<file path="src/rtl/pic_io_port.sv">
// PIC-style bidirectional I/O port.
// Holds the output latch and TRIS register, synchronises the pin levels, and
// raises two sticky flags: intf for a selected edge on bit 0, and rbif for
// interrupt-on-change on the masked input bits.
module pic_io_port #(
  parameter int                 WIDTH       = 8,
  parameter logic [WIDTH-1:0]   IOC_MASK    = 8'hF0,
  parameter int                 SYNC_STAGES = 2
) (
  input  logic             clk,
  input  logic             rst,
  input  logic             wr_en,
  input  logic             wr_sel,
  input  logic [WIDTH-1:0] wr_data,
  input  logic             rd_en,
  input  logic             intedg,
  input  logic [1:0]       flag_clr,
  input  logic [WIDTH-1:0] pin_in,
  output logic [WIDTH-1:0] pin_out,
  output logic [WIDTH-1:0] pin_oe,
  output logic [WIDTH-1:0] tris_val,
  output logic [WIDTH-1:0] port_rd,
  output logic             intf,
  output logic             rbif
);

  logic [WIDTH-1:0] r_sync [SYNC_STAGES];
  logic [WIDTH-1:0] r_pin_out;
  logic [WIDTH-1:0] r_tris;
  logic [WIDTH-1:0] r_ref;
  logic             r_b0_dly;
  logic             r_intf;
  logic             r_rbif;

  logic [WIDTH-1:0] w_port_rd;
  logic [WIDTH-1:0] w_chg_src;
  logic             w_chg_any;
  logic             w_b0_edge;

  assign w_port_rd = r_sync[SYNC_STAGES-1];

  // A change source is an input-configured, IOC-eligible bit whose level
  // differs from the reference captured at the last PORT read.
  assign w_chg_src = IOC_MASK & r_tris & (w_port_rd ^ r_ref);
  assign w_chg_any = |w_chg_src;

  // Bit-0 edge against its one-cycle-delayed copy; intedg only selects which
  // transition counts, so toggling intedg alone never produces an edge.
  assign w_b0_edge = intedg ? (w_port_rd[0] & ~r_b0_dly)
                            : (~w_port_rd[0] & r_b0_dly);

  // Pin synchroniser chain; the last stage is the visible port_rd.
  always_ff @(posedge clk) begin
    if (rst) begin
      for (int i = 0; i < SYNC_STAGES; i++) r_sync[i] <= '0;
    end else begin
      r_sync[0] <= pin_in;
      for (int i = 1; i < SYNC_STAGES; i++) r_sync[i] <= r_sync[i-1];
    end
  end

  // Output latch and TRIS writes, independent of each other and of reads.
  always_ff @(posedge clk) begin
    if (rst) begin
      r_pin_out <= '0;
      r_tris    <= '1;
    end else if (wr_en) begin
      if (wr_sel) r_tris    <= wr_data;
      else        r_pin_out <= wr_data;
    end
  end

  // Change reference and bit-0 delay; mismatch is judged on the old reference.
  always_ff @(posedge clk) begin
    if (rst) begin
      r_ref    <= '0;
      r_b0_dly <= 1'b0;
    end else begin
      if (rd_en) r_ref <= w_port_rd;
      r_b0_dly <= w_port_rd[0];
    end
  end

  // Sticky flags: a set condition beats a coincident clear.
  always_ff @(posedge clk) begin
    if (rst) begin
      r_intf <= 1'b0;
      r_rbif <= 1'b0;
    end else begin
      if (w_b0_edge)        r_intf <= 1'b1;
      else if (flag_clr[0]) r_intf <= 1'b0;
      if (w_chg_any)        r_rbif <= 1'b1;
      else if (flag_clr[1]) r_rbif <= 1'b0;
    end
  end

  assign pin_out  = r_pin_out;
  assign tris_val = r_tris;
  assign pin_oe   = ~r_tris;
  assign port_rd  = w_port_rd;
  assign intf     = r_intf;
  assign rbif     = r_rbif;

endmodule

</file>
<file path="config.mk">
export PLATFORM = sky130hd
export DESIGN_NAME = pic_io_port
export DESIGN_NICKNAME = d
export VERILOG_FILES = /design/src/rtl/pic_io_port.sv
export SDC_FILE = /design/constraint.sdc
export NUM_CORES = 1
export LEC_CHECK = 0
export CAP_MARGIN = 40
export CELL_PAD_IN_SITES_DETAIL_PLACEMENT = 1
export CELL_PAD_IN_SITES_GLOBAL_PLACEMENT = 1
export CORE_MARGIN = 10
export CORE_UTILIZATION = 33
export DETAILED_ROUTE_END_ITERATION = 10
export GPL_TIMING_DRIVEN = 1
export PLACE_DENSITY = 0.8
export SLEW_MARGIN = 20
export SYNTH_ARGS = -nofsm -noshare
export SYNTH_HDL_FRONTEND = slang
export SYNTH_SLANG_ARGS = --single-unit
</file>
<file path="constraint.sdc">
create_clock -name clk -period 1.5 [get_ports clk]
set_input_delay 0.45 -clock clk [delete_from_list [all_inputs] [get_ports clk]]
set_output_delay 0.45 -clock clk [all_outputs]
set_load 0.005 [all_outputs]
</file>
==> results_dict.tcl <==
set metrics [dict create \
    status "complete, no violations" \
    area_growth_pct 44.08 \
    htree_num_levels 2 \
    slowest_stage "dfxtp_2" \
    start_util 0.3466 \
    grt_max_degree 22 \
    routedWlPerCell_um 15.08 \
    wirelength_um 3695 \
    nets 219 \
    cap_violations 0 \
    place_inst 237 \
    drtPass1Iterations 4 \
    reg2reg_slack_ps 450 \
    startpoint "tris_val[5]" \
    crit_path_end_kind "primary output" \
    r2r_cells 3 \
    vias 1125 \
    placed_cell_area_um2 1969 \
    cts_max_path_buffers 2 \
    cts_tree "built" \
    cts_buffers 5 \
    gr-total-overflow 0 \
    fin_cells 245 \
    drive_above_1_share 0.1077 \
    synth_seq_cells 39 \
    drtIter0Drc 38 \
    p_leak_nw 1.005 \
    netSwitchingPower_mw 0.4451 \
    fp-row-count 23 \
    synth.distinct_cells 21 \
    clk_pin_slew_ps 70 \
    relSlewSlack 0.7669 \
    via_per_inst 4.592 \
    utilization 0.4994 \
    yosys_warnings 0 \
    crit_chain "buf_4 -> inv_1 -> clkdlybuf4s15_1" \
    dp_hpwl_um 3063 \
    root_buffer "clkbuf_8" \
    crit_end "pin_oe[5]" \
    critPathTopFamily "buffers and inverters" \
    core_um2 4086 \
    design_area_um2 2041 \
    irDropWorstVdd_uv 605.0 \
    cp-start-kind "flop" \
    drc_errors 0 \
    hold_buffers 0 \
    grt_pass1_vias 1236 \
    synth_cells 144 \
    hold_path_class "flop to flop" \
    yosys-top-cells-area "dfxtp_1, nor2b_1, buf_4" \
    place_congestion 0.9218 \
    power_mw 2.052 \
    synth_top_area_frac 0.5512 \
    path_buf_inv 3 \
    p_seq_frac 0.545 \
    finalMaxSlewViolations 0 \
    swShare 0.2169 \
    crit_fanout 3 \
    cpPeakStageDelay_ps 320 \
    n_antenna_cell 0 \
    p_int_mw 1.607 \
    power.density_nw_per_um2 1006 \
    rsz0062_at_grt "false" \
    syn_avg_cell_area_um2 9.836 \
    yosysSeqAreaShare 0.5512 \
    hold_viol_final 0 \
    worstMarginPinSlew_ps 349.1 \
    io_pins 58 \
    critPathKind "flop to primary output" \
    fmax_mhz 697.9 \
    rr_endpoint "rbif" \
    finClkSkew_ps 2.732 \
    die_w_um 85.52 \
    pwr-share-clk 0.328 \
    r2r-start "r_ref[7]" \
    antenna_found_initial 0 \
    path_depth 3 \
    syn_area_um2 1416 \
    fillerInstances 469 \
    clock_latency_ps 270 \
    yosys.area.top_type "dfxtp_1" \
    port_buffers 57 \
    grt_pass1_wl_um 5844 \
    finalCriticalPeriod_ps 1433 \
    antenna_left 0 \
    cp_data_arrival_time_ps 980 \
    syn_nets 168 \
    post-route-period-util 0.9552 \
    pwr-share-comb 0.127 \
    cts.sinks 39 \
    track_usage 0.09737 \
    die_area_um2 7313 \
    die_y_um 85.52 \
    required_ps 1050 \
    finalSetupViolCount 0 \
]
==> how the worst min path moves through the flow <==
stage	startpoint	to	slack, ps	cells after the start
final	r_sync[0][7]	r_sync[0][15]	440	1
after global routing	r_sync[0][2]	r_sync[0][10]	460	1
after CTS	r_sync[0][4]	r_sync[0][12]	440	1
after detailed placement	r_sync[0][4]	r_sync[0][12]	430	1
after global placement	r_sync[0][6]	r_sync[0][14]	420	1
after floorplan	r_sync[0][2]	r_sync[0][10]	410	1
==> registers in the layout (all words and copies together) (netlist names) <==
| signal | count |
|---|---|
| r_sync | 16 |
| pin_out | 8 |
| tris_val | 8 |
| r_ref | 4 |
| intf | 1 |
| r_b0_dly | 1 |
| rbif | 1 |
==> Yosys cell counts <==
master	count
dfxtp_1	39
buf_4	11
a31oi_1	1
nand2b_1	2
nand2_1	16
or3b_1	1
and3_1	8
nor2b_1	19
a211o_1	8
nor2_1	4
mux2i_1	4
clkbuf_1	3
nand2_2	1
xor2_1	4
inv_1	8
nand3b_1	1
a21oi_1	10
a222oi_1	1
buf_6	1
clkbuf_2	1
buf_2	1
==> area by class of cell <==
| type | count | area [µm²] | share of cell area |
|---|---|---|---|
| clock inverters | 1 | 5.005 | 0.002452 |
| inverters | 8 | 30.03 | 0.01471 |
| repair buffers | 61 | 576.8 | 0.2826 |
| multi-input cells | 80 | 493.0 | 0.2416 |
| flip-flops and latches | 39 | 790.8 | 0.3875 |
| well taps | 50 | 62.56 | 0.03066 |
| clock buffers | 6 | 82.58 | 0.04047 |
==> cell families after synthesis <==
logic type / count (synthesis) / share of synthesized area
simple gates: 52 / 0.1970
flops: 39 / 0.5512
buf+inv: 25 / 0.1025
compound gates: 20 / 0.09630
xor+xnor: 4 / 0.02473
mux: 4 / 0.02827
==> worst register-to-register path, cell delays in order (launching register included) <==
cell and delay, ps:
dfxtp_1 320, xor2_1 160, a222oi_1 350, a21oi_1 110
==> metrics by stage <==
| step | setup WS, ps | setup TNS [ps] | hold WS [ps] |
|---|---|---|---|
| global route | 6.691 | 0 | 457.2 |
| global placement | -167.5 | -2414 | 417.3 |
| CTS | 11.60 | 0 | 443.5 |
| finish | 67.16 | 0 | 440.3 |
| floorplan | 383.8 | 0 | 413.8 |
| detailed placement | -255.0 | -3766 | 429.2 |
==> repair_timing <==
item,4_1_cts,5_1_grt
endpoints found under the setup margin,34,16
buffers inserted,1,0
resized for setup,42,4
pin swaps,0,0
==> metal layers <==
layer,part of all wire,track usage
met3,0.073,0.04636
met4,0.0041,0.02246
met1,0.39,0.09344
met2,0.53,0.1826
met5,0,0
==> power groups by stage <==
stage          clock, mW  sequential [mW]  combinational (mW)
6_report           0.674             1.12               0.260
5_1_grt            0.757             1.13               0.286
4_1_cts            0.699             1.12               0.266
3_5_place_dp           0             1.14               0.295
3_3_place_gp           0             1.14               0.286
2_1_floorplan          0             1.14               0.116
==> cells in the final DEF (no fill, tap or decap), types with 2 or more instances in the layout <==
cell,Yosys,layout
nand2_1,16,16
nor2_1,4,4
buf_4,11,3
dfxtp_2,0,8
clkbuf_8,0,6
xor2_1,4,4
a211o_1,8,8
mux2i_1,4,4
inv_1,8,8
dfxtp_1,39,31
nor2b_1,19,19
dlygate4sd2_1,0,33
a21oi_1,10,10
and3_1,8,8
dlymetal6s2s_1,0,2
clkdlybuf4s50_1,0,21
No activity file was read; power rests on OpenSTA's default activity.
